<file path="src/rtl/alu_sched_pkg.sv">
// Shared definitions for the ALU scheduler: ALU function codes, flag bit
// positions and the scheduler FSM state encoding.
package alu_sched_pkg;

   // ALU function codes (4-bit ALU_FUN)
   localparam logic [3:0] FUN_ADD   = 4'd0;
   localparam logic [3:0] FUN_SUB   = 4'd1;
   localparam logic [3:0] FUN_MUL   = 4'd2;
   localparam logic [3:0] FUN_DIV   = 4'd3;
   localparam logic [3:0] FUN_AND   = 4'd4;
   localparam logic [3:0] FUN_OR    = 4'd5;
   localparam logic [3:0] FUN_NAND  = 4'd6;
   localparam logic [3:0] FUN_NOR   = 4'd7;
   localparam logic [3:0] FUN_XOR   = 4'd8;
   localparam logic [3:0] FUN_XNOR  = 4'd9;
   localparam logic [3:0] FUN_CMPEQ = 4'd10;
   localparam logic [3:0] FUN_CMPGT = 4'd11;
   localparam logic [3:0] FUN_CMPLT = 4'd12;
   localparam logic [3:0] FUN_SHR   = 4'd13;
   localparam logic [3:0] FUN_SHL   = 4'd14;
   localparam logic [3:0] FUN_NOP   = 4'd15;

   // Bit positions inside the one-hot {ARITH,LOGIC,CMP,SHIFT} flag vector
   localparam int FLAG_ARITH = 3;
   localparam int FLAG_LOGIC = 2;
   localparam int FLAG_CMP   = 1;
   localparam int FLAG_SHIFT = 0;

   typedef enum logic [1:0] {
      ST_IDLE = 2'd0,
      ST_EXEC = 2'd1,
      ST_RESP = 2'd2
   } state_t;

   // One-hot flag vector with only the given class bit set
   function automatic logic [3:0] flag_mask(input int idx);
      return 4'(1 << idx);
   endfunction

endpackage

</file>
<file path="src/rtl/alu_sched_rr_arbiter.sv">
// Combinational round-robin arbiter: grants the first asserted request
// strictly after the pointer position, wrapping from NREQ-1 back to 0.
module rr_arbiter #(
   parameter int NREQ = 4,
   parameter int ID_W = 2
) (
   input  logic [NREQ-1:0] req,
   input  logic [ID_W-1:0] ptr,
   output logic [NREQ-1:0] grant
);

   logic            found;
   logic [ID_W-1:0] idx;

   // Scan from ptr+1 around the ring and keep only the first hit
   always_comb begin
      // NOTE: every always_comb output gets a default first so no path leaves it unassigned (no latch).
      grant = '0;
      found = 1'b0;
      idx   = '0;
      for (int i = 1; i <= NREQ; i++) begin
         idx = ID_W'((int'(ptr) + i) % NREQ);
         if (!found && req[idx]) begin
            grant[idx] = 1'b1;
            found      = 1'b1;
         end
      end
   end

endmodule

</file>
<file path="src/rtl/alu_sched.sv">
// Round-robin scheduler sharing one registered ALU among NREQ requesters.
// Accepts one request at a time, drives the ALU inputs, waits ALU_LAT
// cycles, then returns result/flags on a tagged response channel.
// Optional build macro: ALU_SCHED_DIV0_GUARD_EN -- when defined, a DIV
// request with b==0 bypasses the ALU and returns 16'hFFFF with resp_err=1.
module alu_sched #(
   parameter int NREQ    = 4,
   parameter int ID_W    = 2,
   parameter int DW      = 16,
   parameter int ALU_LAT = 1
) (
   input  logic              clk,
   input  logic              rst_n,
   input  logic [NREQ-1:0]   req_valid,
   output logic [NREQ-1:0]   req_ready,
   input  logic [NREQ*DW-1:0] req_a,
   input  logic [NREQ*DW-1:0] req_b,
   input  logic [NREQ*4-1:0] req_fun,
   output logic              resp_valid,
   input  logic              resp_ready,
   output logic [ID_W-1:0]   resp_id,
   output logic [DW-1:0]     resp_data,
   output logic [3:0]        resp_flags,
   output logic              resp_err,
   output logic [DW-1:0]     alu_a,
   output logic [DW-1:0]     alu_b,
   output logic [3:0]        alu_fun,
   input  logic [DW-1:0]     alu_out,
   input  logic [3:0]        alu_flags,
   output logic              busy
);

   import alu_sched_pkg::*;

   localparam int CNT_W = (ALU_LAT < 1) ? 1 : $clog2(ALU_LAT + 1);

   state_t          state;
   logic [ID_W-1:0] rr_ptr;
   logic [ID_W-1:0] tag;
   logic [CNT_W-1:0] cnt;
   logic [NREQ-1:0] grant;
   logic [ID_W-1:0] g_idx;
   logic [DW-1:0]   sel_a;
   logic [DW-1:0]   sel_b;
   logic [3:0]      sel_fun;
   logic            accept;
   logic            div0_skip;

   rr_arbiter #(
      .NREQ (NREQ),
      .ID_W (ID_W)
   ) u_arb (
      .req   (req_valid),
      .ptr   (rr_ptr),
      .grant (grant)
   );

   // Grants are only offered in IDLE and are forced low while reset is held
   assign req_ready = (state == ST_IDLE && rst_n) ? grant : '0;
   assign accept    = |(req_valid & req_ready);
   assign busy      = (state != ST_IDLE);

   // Encode the one-hot grant and select that requester's fields
   always_comb begin
      g_idx = '0;
      for (int i = 0; i < NREQ; i++) begin
         if (grant[i]) g_idx = ID_W'(i);
      end
      sel_a   = req_a[int'(g_idx)*DW +: DW];
      sel_b   = req_b[int'(g_idx)*DW +: DW];
      sel_fun = req_fun[int'(g_idx)*4 +: 4];
   end

`ifdef ALU_SCHED_DIV0_GUARD_EN
   logic err_q;
   assign div0_skip = (sel_fun == FUN_DIV) && (sel_b == '0);
   assign resp_err  = err_q;
`else
   assign div0_skip = 1'b0;
   assign resp_err  = 1'b0;
`endif

   // Scheduler FSM: accept, hold operands for the ALU latency, present response
   always_ff @(posedge clk or negedge rst_n) begin
      if (!rst_n) begin
         state      <= ST_IDLE;
         rr_ptr     <= ID_W'(NREQ - 1);
         tag        <= '0;
         cnt        <= '0;
         resp_valid <= 1'b0;
         resp_id    <= '0;
         resp_data  <= '0;
         resp_flags <= '0;
         alu_a      <= '0;
         alu_b      <= '0;
         alu_fun    <= FUN_NOP;
`ifdef ALU_SCHED_DIV0_GUARD_EN
         err_q      <= 1'b0;
`endif
      end else begin
         // NOTE: sequential state uses non-blocking assignments so every register samples pre-edge values.
         case (state)
            ST_IDLE: begin
               if (accept) begin
                  rr_ptr <= g_idx;
                  tag    <= g_idx;
                  cnt    <= '0;
                  if (div0_skip) begin
                     // ALU stays at NOP; answer directly with the saturated quotient
                     resp_data  <= '1;
                     resp_flags <= flag_mask(FLAG_ARITH);
                     resp_id    <= g_idx;
                     resp_valid <= 1'b1;
`ifdef ALU_SCHED_DIV0_GUARD_EN
                     err_q      <= 1'b1;
`endif
                     state      <= ST_RESP;
                  end else begin
                     alu_a   <= sel_a;
                     alu_b   <= sel_b;
                     alu_fun <= sel_fun;
                     state   <= ST_EXEC;
                  end
               end
            end
            ST_EXEC: begin
               cnt <= cnt + 1'b1;
               if (cnt == CNT_W'(ALU_LAT)) begin
                  resp_data  <= alu_out;
                  resp_flags <= alu_flags;
                  resp_id    <= tag;
                  resp_valid <= 1'b1;
                  alu_fun    <= FUN_NOP;
`ifdef ALU_SCHED_DIV0_GUARD_EN
                  err_q      <= 1'b0;
`endif
                  state      <= ST_RESP;
               end
            end
            ST_RESP: begin
               if (resp_ready) begin
                  resp_valid <= 1'b0;
                  state      <= ST_IDLE;
               end
            end
            default: state <= ST_IDLE;
         endcase
      end
   end

endmodule
</file>
<file path="config.mk">
export PLATFORM = sky130hd
export DESIGN_NAME = alu_sched
export DESIGN_NICKNAME = d
export VERILOG_FILES = /design/src/rtl/alu_sched_pkg.sv /design/src/rtl/alu_sched_rr_arbiter.sv /design/src/rtl/alu_sched.sv
export SDC_FILE = /design/constraint.sdc
export NUM_CORES = 1
export LEC_CHECK = 0
export BUFFER_PORTS_ARGS = -buffer_cell sky130_fd_sc_hd__buf_2
export CAP_MARGIN = 20
export CORE_MARGIN = 10
export CORE_UTILIZATION = 44
export DETAILED_ROUTE_END_ITERATION = 6
export GPL_TIMING_DRIVEN = 0
export PLACE_DENSITY = 0.87
export SETUP_SLACK_MARGIN = 0.05
export SYNTH_ARGS = -nofsm -noshare
export SYNTH_HDL_FRONTEND = slang
export SYNTH_HIERARCHICAL = 1
export SYNTH_SLANG_ARGS = --single-unit
</file>
<file path="constraint.sdc">
create_clock -name clk -period 4.3 [get_ports clk]
set_input_delay 1.075 -clock clk [delete_from_list [all_inputs] [get_ports clk]]
set_output_delay 1.075 -clock clk [all_outputs]
set_load 0.005 [all_outputs]
</file>
==> results by group, run 1 <==
Logic synthesis
  – Synth Cell Area: 4020 um^2
  – Synth Net Count: 513
  – Post-Synthesis Cells: 334
  – Yosys warning total: 6
  – Synth area leader: dfrtp_1
  – Top cell type's share of synthesized area: 37.3%
  – Yosys reg bits: 66
  – Seq/Total Area, Yosys: 41.2%
  – Distinct cells, synth: 38
  – Mean Syn Cell Area: 12.0 um^2
  – Largest cells by area after synthesis: dfrtp_1 (37%), mux2_2 (13%), mux2i_1 (9.0%), a222oi_1 (8.0%), dfstp_2 (3.9%)

Floorplan
  – Die area: 13400 um^2
  – Initial Utilization: a little under half
  – Die Width: 116 um
  – I/O pins: 236
  – Die height: 116 um
  – Core area: between 8000 and 9000 um^2
  – # rows: 34

Outcome
  – Failing checks: DRC
  – Outcome: complete, but fails checks

Drt
  – Router iterations before antenna repair: 7
  – Routed vias/inst: around 5.5
  – Antenna Nets Post-Route: 0
  – Via count: 3856
  – Routed len/inst: 20.6 um
  – DRT iter0 DRCs: 314
  – DRC violations left: 5
  – Routed WL: roughly 14000 um

STA
  – Setup ws final: 145 ps
  – Fmax: 241 MHz
  – Final Slew Violations: 0
  – Period utilisation layout: between 90% and 100%
  – Fin crit period: 4160 ps
  – Final hold violation count: 0
  – Worst clock skew: 15.7 ps
  – RSZ-0062 raised after global routing: no
  – Final setup vio count: 0
  – Worst-margin pin slew: 873 ps
  – Final Hold Slack: a little over 500 ps
  – Slew headroom: 41.8%

Global route
  – Antenna violations before repair: 0
  – Largest net degree at the start of global routing: 68
  – Congestion Overflow GR: 0
  – First-pass GRT wire length: roughly 22000 um
  – Vias in the first global route: 4289
  – Gr usage total: between 20% and 30%

Placement
  – I/O Buffers: 234
  – Placed cells: about 680
  – DPL Wire Length: 11200 um
  – Setup WS pre-CTS: -295 ps
  – Final RePlAce weighted congestion: 0.856

Pwr
  – Leak: 2.89 nW
  – Pwr/cell area: between 800 and 900 nW/um^2
  – Comb power frac: between 60% and 70%
  – Peak supply drop: 0.000476 V
  – Clock group share of total power: around an eighth
  – Sw Share: 41.3%
  – Flop pwr share: 23.4%
  – Internal: 2.88 mW
  – Switch Pwr: 2.03 mW

Worst hold path
  – Worst Hold Class: flop to flop

Cells and area
  – Commonest non-fill, non-tap cell in the layout: buf_2
  – Finished Layout Cells: approximately 700
  – N_diodes: 0
  – Share of layout cells above drive strength 1: about three fifths
  – Filler cells: approximately 730
  – Final net count: about 770
  – Most frequent cells in the layout: buf_2 (237), dfrtp_1 (60), mux2_2 (46)
  – Synth-to-layout area growth: 40.7%

Setup path
  – CP Buf/Inv Count: 5
  – CP arrival: slightly above 3000 ps
  – CP Max Fanout: 10
  – CP peak stage delay: 480 ps
  – Crit-path most repeated cell: buf_6
  – Worst EP required: 3220 ps
  – Crit end category: output pin
  – Critical path class: input port to output pin
  – CP Launch Type: input port
  – Crit-path cells: buf_2 > mux4_2 > buf_6 > nor4b_4 > nand2_1 > o211ai_1 > buf_6 > buf_6 > and2_1 > buf_2
  – Slowest stage cell, crit path: mux4_2
  – CP top delay family: buffers and inverters

Clocking
  – Clock slew seen by the registers of the worst setup and hold paths: approximately 80 ps
  – Clk_lat worst skew: 340 ps
  – CTS tree: done
  – H-tree depth: 3
  – CTS Buf Count: 9
  – Max clock buf depth: 2
  – Hold buffer count at CTS: 0
  – CTS sink count: between 60 and 70
  – Clk root buf: clkbuf_8

Flow run
  – Max-cap violations: 0
-- kinds of logic (layout without fill, tap and decap cells) --
group / count (synthesis) / count (layout) / synth area share (%)
AO/OA/AOI/OAI: 55 / 55 / 12.0
XOR/XNOR: 1 / 1 / 0.218
adder cells (fa/ha/maj): 8 / 8 / 2.49
buffers and inverters: 66 / 325 / 9.14
flip-flops: 66 / 66 / 41.2
multiplexers: 100 / 100 / 29.1
other: 1 / 1 / 0.0932
AND/OR/NAND/NOR: 37 / 37 / 5.69
-- metal layers --
| metal | global-route usage (%) | share of wire, % | up-vias |
|---|---|---|---|
| met3 | 7.91 | 9.4 | 34 |
| met2 | 38.2 | 53 | 215 |
| met5 | 0 | 0 | - |
| li1 | - | - | 1744 |
| met4 | 6.76 | 2.0 | 0 |
| met1 | 20.8 | 35 | 1863 |
-- sequential cells by signal, summed over array words and instances (netlist names) --
register    count
alu_a          16
alu_b          16
alu_fun         4
cnt             1
resp_data      16
resp_flags      4
resp_id         2
resp_valid      1
rr_ptr          2
state           2
tag             2
-- power groups by stage --
stage	Sequential, mW	Clock, mW	Combinational [mW]
6_report	1.15	0.639	3.12
5_1_grt	1.19	0.673	3.39
3_3_place_gp	1.15	0	2.86
4_1_cts	1.15	0.650	3.08
2_1_floorplan	1.18	0	1.98
3_5_place_dp	1.17	0	2.98
-- Yosys cell counts (all sizes together) --
master / instances
or2: 2
nand2: 8
mux2: 60
o2111a: 1
mux2i: 36
o31ai: 1
o21ai: 2
a22o: 2
inv: 42
clkbuf: 5
xnor2: 1
mux4: 4
nor2b: 2
dfrtp: 60
nand2b: 6
o211ai: 4
nor3b: 5
o221ai: 4
buf: 19
a222oi: 32
nor4b: 1
conb: 1
and3b: 1
and2: 4
dfstp: 6
a21oi: 8
nor2: 8
ha: 8
o21a: 1
-- area by class of cell --
cell class                      count  area (um^2)  share of cell area [%]
Sequential cell                    66         1660                    29.3
Buffer                             23          211                    3.74
Tap cell                          108          135                    2.39
Clock inverter                      6          115                    2.03
Clock buffer                       10          128                    2.26
Inverter                           42          158                    2.79
Timing Repair Buffer              244         1250                    22.1
Multi-Input combinational cell    202         2000                    35.4
-- through the flow --
stage,instance area (um^2),total power [mW],setup TNS (ps),utilization (%)
6_report,5660,4.91,0,64.3
5_1_grt,5660,5.25,0,64.3
4_1_cts,5620,4.88,0,63.9
3_5_place_dp,5330,4.15,-295,60.5
3_3_place_gp,5330,4.01,-227,60.5
2_1_floorplan,4020,3.16,0,-
-- repair_timing --
action | CTS | global route
gates resized for setup | 3 | 1
setup endpoints to repair | 2 | 3
pin swaps | 2 | 1
buffers inserted | 7 | 3
-- path summary, 6_finish.rpt --
kind / startpoint / to / cells past startpoint / slack [ps]
max reg2reg: rr_ptr[1] / alu_a[7] / 12 / 590
min: resp_data[13] / resp_data[13] / 1 / 510
min reg2reg: resp_data[13] / resp_data[13] / 1 / 510
max: req_valid[2] / req_ready[1] / 10 / 140
min in group asynchronous: rst_n / alu_b[5] / 1 / 850
max in group asynchronous: rst_n / alu_a[8] / 1 / 2860
No activity file was read; power rests on OpenSTA's default activity.
==> run 2: changes to the inputs <==
--- a/config.mk
+++ b/config.mk
@@ -8,10 +8,10 @@
 export BUFFER_PORTS_ARGS = -buffer_cell sky130_fd_sc_hd__buf_2
 export CAP_MARGIN = 20
 export CORE_MARGIN = 10
-export CORE_UTILIZATION = 44
+export CORE_UTILIZATION = 23
 export DETAILED_ROUTE_END_ITERATION = 6
 export GPL_TIMING_DRIVEN = 0
-export PLACE_DENSITY = 0.87
+export PLACE_DENSITY = 0.54
 export SETUP_SLACK_MARGIN = 0.05
 export SYNTH_ARGS = -nofsm -noshare
 export SYNTH_HDL_FRONTEND = slang
==> run 2 against run 1 <==
  * The flow now finishes without violations
  * Sequential power about the same
  * Global-route usage down 7.7 points
  * Non-clock buffer count increased by 2
  * Critical path depth is the same
  * Fmax increased by 0.82%
  * Critical path type unchanged
  * Critical endpoint unchanged
==> results by group, run 2 (synthesis results as in run 1) <==
Outcome
  – Outcome: complete, no violations

STA
  – Worst-margin pin slew: 599 ps (-274 ps)
  – Setup ws final: 179 ps (+34.0 ps)
  – Period utilisation layout: 95.8% (-0.79 points)
  – Final setup vio count: 0 (unchanged)
  – Slew headroom: 59.9% (+18 points)
  – Final hold violation count: 0 (unchanged)
  – Fin crit period: 4120 ps (-34.0 ps)
  – Fmax: 243 MHz (+0.82%)
  – Final Hold Slack: 501 ps (-4.11 ps)
  – Final Slew Violations: 0 (unchanged)
  – Worst clock skew: 5.13 ps (-10.6 ps)
  – RSZ-0062 raised after global routing: no

Global route
  – Vias in the first global route: 4286 (-0.070%)
  – First-pass GRT wire length: 23700 um (+9.3%)
  – Antenna violations before repair: 0 (unchanged)
  – Gr usage total: 12.9% (-7.7 points)
  – Congestion Overflow GR: 0 (unchanged)
  – Largest net degree at the start of global routing: 67 (-1.5%)

Cells and area
  – Final net count: 769 (+0.26%)
  – Filler cells: 1754 (+140%)
  – Synth-to-layout area growth: 47.0%
  – Commonest non-fill, non-tap cell in the layout: buf_2
  – Share of layout cells above drive strength 1: 58.7% (+0.14 points)
  – Post-layout util: 34.3% (-30 points)
  – Regs by FF count: alu_a x16, alu_b x16, resp_data x16
  – N_diodes: 0 (unchanged)
  – Most frequent cells in the layout: buf_2 (237), dfrtp_1 (60), mux2_2 (46)

Clocking
  – H-tree depth: 3 (unchanged)
  – Clk root buf: clkbuf_16
  – Max clock buf depth: 2 (unchanged)
  – CTS Buf Count: 9 (unchanged)
  – CTS tree: done
  – Clock slew seen by the registers of the worst setup and hold paths: 50 ps (-30 ps)
  – CTS sink count: 66 (unchanged)
  – Clk_lat worst skew: 340 ps (about the same)
  – Hold buffer count at CTS: 0 (unchanged)

Floorplan
  – # rows: 48 (+41%)
  – Initial Utilization: 23.3% (-22 points)
  – Core area: 17200 um^2 (+96%)
  – Die Width: 152 um (+32%)
  – Die height: 152 um (+32%)
  – Die area: 23200 um^2 (+73%)
  – I/O pins: 236 (unchanged)

Pwr
  – Clock group share of total power: 15.9% (+2.9 points)
  – Leak: 2.95 nW (+2.1%)
  – Total power: 5.10 mW (+4.0%)
  – Flop pwr share: 22.3% (-1.1 points)
  – Internal: 3.03 mW (+5.2%)
  – Peak supply drop: 0.000487 V (+2.5%)
  – Pwr/cell area: 863 nW/um^2 (-0.52%)
  – Switch Pwr: 2.07 mW (+2.3%)
  – Comb power frac: 61.8% (-1.8 points)
  – Sw Share: 40.6% (-0.68 points)

Placement
  – Final RePlAce weighted congestion: 0.831 (-3.0%)
  – I/O Buffers: 234 (unchanged)
  – DPL Wire Length: 12100 um (+8.1%)
  – Setup WS pre-CTS: -327 ps (-31.6 ps)

Worst hold path
  – Worst Hold Class: flop to flop

Setup path
  – R2r setup slk: 660 ps (+70 ps)
  – Worst EP required: 3220 ps (about the same)
  – CP Launch Type: input port
  – Critical path class: input port to output pin
  – Crit end category: output pin
  – CP arrival: 3050 ps (-30 ps)
  – CP Buf/Inv Count: 5 (unchanged)
  – CP top delay family: buffers and inverters
  – CP Max Fanout: 10 (unchanged)
  – CP peak stage delay: 470 ps (about the same)
  – Slowest stage cell, crit path: mux4_2
  – Crit-path cells: buf_2 > mux4_2 > buf_6 > nor4b_4 > nand2_1 > o211ai_1 > buf_6 > buf_6 > and2_1 > buf_2
  – Crit-path most repeated cell: buf_6

Drt
  – Router iterations before antenna repair: 7 (unchanged)
  – DRC violations left: 0 (-5)
  – Routed len/inst: 18.6 um (-9.8%)
  – Routed WL: 15200 um (+5.5%)
  – DRT iter0 DRCs: 230 (-27%)
  – Via count: 3783 (-1.9%)
  – Routed vias/inst: 4.61 (-16%)
  – Antenna Nets Post-Route: 0 (unchanged)

Flow run
  – Max-cap violations: 0 (unchanged)
run 2: final cells by class:
class / instances / area [um^2] / area share (%)
multi-input cells: 202 / 1990 / 33.7
inverters: 42 / 158 / 2.67
clock inverters: 6 / 90.1 / 1.52
repair buffers: 246 / 1280 / 21.7
well taps: 225 / 282 / 4.76
plain buffers: 23 / 211 / 3.58
flip-flops and latches: 66 / 1660 / 28.1
clock buffers: 10 / 239 / 4.04
run 2: path summary, 6_finish.rpt:
check | from | end | cells past startpoint
min in group asynchronous | rst_n | alu_a[11] | 1
min | resp_data[1] | resp_data[1] | 1
max | req_valid[2] | req_ready[1] | 10
min reg2reg | resp_data[1] | resp_data[1] | 1
max in group asynchronous | rst_n | rr_ptr[0] | 2
max reg2reg | rr_ptr[0] | alu_b[1] | 12
run 2: power groups by stage:
stage               combinational (mW)  sequential, mW  clock, mW
floorplan                         1.98            1.18          0
global placement                  2.98            1.15          0
detailed placement                3.06            1.17          0
CTS                               3.16            1.14      0.847
global route                      3.49            1.18      0.871
finish                            3.15            1.14      0.813
run 2: per-layer routing:
layer / routed length (um) / track usage (%)
met5: 0 / 0
met4: 253 / 4.86
met3: 1340 / 5.33
met2: 7480 / 21.7
met1: 6140 / 14.1
run 2: repair_timing:
action	in CTS	in global routing
setup endpoints to repair	2	3
gates resized for setup	2	1
pin swaps	1	0
setup buffers	6	5
run 2: stage by stage:
stage / std cells / instance area (um^2) / TNS, ps
floorplan: 334 / 4020 / 0
global placement: 793 / 5480 / -262
detailed placement: 794 / 5510 / -353
CTS: 815 / 5880 / 0
global route: 820 / 5910 / 0
finish: 820 / 5910 / 0
==> run 3: changes to the inputs <==
--- a/config.mk
+++ b/config.mk
@@ -7,11 +7,13 @@
 export LEC_CHECK = 0
 export BUFFER_PORTS_ARGS = -buffer_cell sky130_fd_sc_hd__buf_2
 export CAP_MARGIN = 20
+export CELL_PAD_IN_SITES_DETAIL_PLACEMENT = 0
+export CELL_PAD_IN_SITES_GLOBAL_PLACEMENT = 1
 export CORE_MARGIN = 10
 export CORE_UTILIZATION = 23
 export DETAILED_ROUTE_END_ITERATION = 6
 export GPL_TIMING_DRIVEN = 0
-export PLACE_DENSITY = 0.54
+export PLACE_DENSITY = 0.66
 export SETUP_SLACK_MARGIN = 0.05
 export SYNTH_ARGS = -nofsm -noshare
 export SYNTH_HDL_FRONTEND = slang
==> run 3 against run 2 <==
  * The flow now finishes with violations (DRC)
  * Register-to-register slack improved by 90 ps
  * First-iteration DRC count rose by 3.9%
  * Sequential power barely moved
  * Clock skew fell by 0.91 ps
  * Largest cell class unchanged
  * Highest routed layer is now met5
==> results by group, run 3 (synthesis results as in run 1) <==
Placement
  – DPL Wire Length: 12500 um (+3.7%)
  – Final RePlAce weighted congestion: 0.804 (-3.2%)
  – I/O Buffers: 234 (unchanged)

STA
  – Worst-margin pin slew: 582 ps (-16.4 ps)
  – Fmax: 241 MHz (-0.50%)
  – Final TNS setup: 0 ps (unchanged)
  – RSZ-0062 raised after global routing: yes
  – Final Slew Violations: 0 (unchanged)
  – Period utilisation layout: 96.3% (+0.48 points)
  – Final setup vio count: 0 (unchanged)
  – Fin crit period: 4140 ps (+20.8 ps)
  – Final hold violation count: 0 (unchanged)
  – Worst clock skew: 4.22 ps (-0.909 ps)
  – Slew headroom: 61.2% (+1.3 points)

Global route
  – GR Layer Usage met2: 23.4% (+1.6 points)
  – Grt peak-use layer: met2
  – Met3 Usage GRT: 3.70% (-1.6 points)
  – First-pass GRT wire length: 24400 um (+2.6%)
  – Congestion Overflow GR: 0 (unchanged)
  – Met1 usage: 14.5% (+0.36 points)
  – Gr usage total: 13.2% (+0.33 points)
  – Vias in the first global route: 4231 (-1.3%)
  – Antenna violations before repair: 1 (+1)
  – Largest net degree at the start of global routing: 66 (-1.5%)

Clocking
  – H-tree depth: 3 (unchanged)
  – Max clock buf depth: 2 (unchanged)
  – CTS Buf Count: 9 (unchanged)
  – CTS tree: done
  – Clock slew seen by the registers of the worst setup and hold paths: 60 ps (about the same)
  – CTS sink count: 66 (unchanged)
  – Clk_lat worst skew: 330 ps (about the same)
  – Clk root buf: clkbuf_16

Drt
  – DRC violations left: 4 (+4)
  – DRT iter0 DRCs: 239 (+3.9%)
  – Routed WL: 15700 um (+3.0%)
  – Routed vias/inst: 4.61 (about the same)
  – Routed len/inst: 19.1 um (+3.2%)
  – Antenna Nets Post-Route: 0 (unchanged)
  – Router iterations before antenna repair: 7 (unchanged)
  – Via count: 3778 (-0.13%)

Cells and area
  – Share of layout cells above drive strength 1: 58.6% (-0.070 points)
  – Synth-to-layout area growth: 47.7%
  – Regs by FF count: alu_a x16, alu_b x16, resp_data x16
  – Area of the multi-input gates: 2000 um^2 (+0.63%)
  – Final net count: 768 (-0.13%)
  – Register area: 1660 um^2 (unchanged)
  – Commonest non-fill, non-tap cell in the layout: buf_2
  – Filler cells: 1731 (-1.3%)
  – Post-layout util: 34.5% (+0.15 points)
  – N_diodes: 0 (unchanged)
  – Most frequent cells in the layout: buf_2 (237), dfrtp_1 (60), mux2_2 (46)

Floorplan
  – # rows: 48 (unchanged)
  – Die height: 152 um (unchanged)
  – Die area: 23200 um^2 (unchanged)
  – Die Width: 152 um (unchanged)
  – I/O pins: 236 (unchanged)
  – Core area: 17200 um^2 (unchanged)
  – Initial Utilization: 23.3% (unchanged)

Worst hold path
  – Worst Hold Class: flop to flop

Setup path
  – CP Max Fanout: 10 (unchanged)
  – Crit end category: output pin
  – Critical path class: input port to output pin
  – CP arrival: 3070 ps (+20 ps)
  – Worst EP required: 3220 ps (about the same)
  – R2r setup slk: 750 ps (+90 ps)
  – CP Launch Type: input port

Pwr
  – Total power: 5.14 mW (+0.84%)
  – Leak: 2.95 nW (+0.11%)
  – Peak supply drop: 0.000335 V (-31%)
  – Pwr/cell area: 866 nW/um^2 (+0.41%)

Flow run
  – Max-cap violations: 0 (unchanged)

Outcome
  – Outcome: complete, but fails checks
  – Failing checks: DRC
## run 3: worst paths after layout
kind	to	cells past startpoint	from
max in group asynchronous	rr_ptr[0]	2	rst_n
setup reg to reg	alu_a[9]	11	rr_ptr[1]
hold / removal	resp_id[1]	1	resp_id[1]
min in group asynchronous	alu_a[11]	1	rst_n
hold reg to reg	resp_id[1]	1	resp_id[1]
setup / recovery	req_ready[1]	10	req_valid[2]
## run 3: area by class of cell
type | instances | share of cell area (%)
Multi-Input combinational cell | 202 | 33.7
Sequential cell | 66 | 27.9
Timing Repair Buffer | 245 | 21.5
Tap cell | 225 | 4.74
Clock buffer | 11 | 4.09
Buffer | 23 | 3.62
Inverter | 42 | 2.65
Clock inverter | 5 | 1.73
## run 3: worst max-delay path, stage by stage
cell and delay, ps:
buf_2 130, mux4_2 480, buf_6 160, nor4b_4 380, nand2_1 100, o211ai_1 180
buf_6 160, buf_8 150, and2_1 140, buf_2 110
## run 3: power breakdown
| part | internal (mW) | total, mW | switching (mW) |
|---|---|---|---|
| Combinational | 1.54 | 3.15 | 1.61 |
| Clock | 0.581 | 0.861 | 0.279 |
| Sequential | 0.967 | 1.13 | 0.166 |
## run 3: through the flow
stage	cell area, um^2	cells	hold slack, ps	setup slack [ps]
after floorplan	4020	334	475	403
after global placement	5480	793	486	-316
after detailed placement	5510	794	490	-375
after CTS	5910	815	504	89.2
after global routing	5940	819	518	25.0
final	5940	819	502	158
## run 3: routing by layer
metal | up-vias | wire length (um)
met5 | - | 7
met4 | 2 | 338
met3 | 25 | 945
met2 | 140 | 8340
met1 | 1853 | 6050
li1 | 1758 | -
## run 3: what timing repair did
action	4_1_cts	5_1_grt
gates resized for setup	4	1
endpoints found under the hold margin	0	0
gates cloned	0	0
pin swaps	3	1
hold buffers	0	0
setup buffers	6	4
endpoints found under the setup margin	3	2
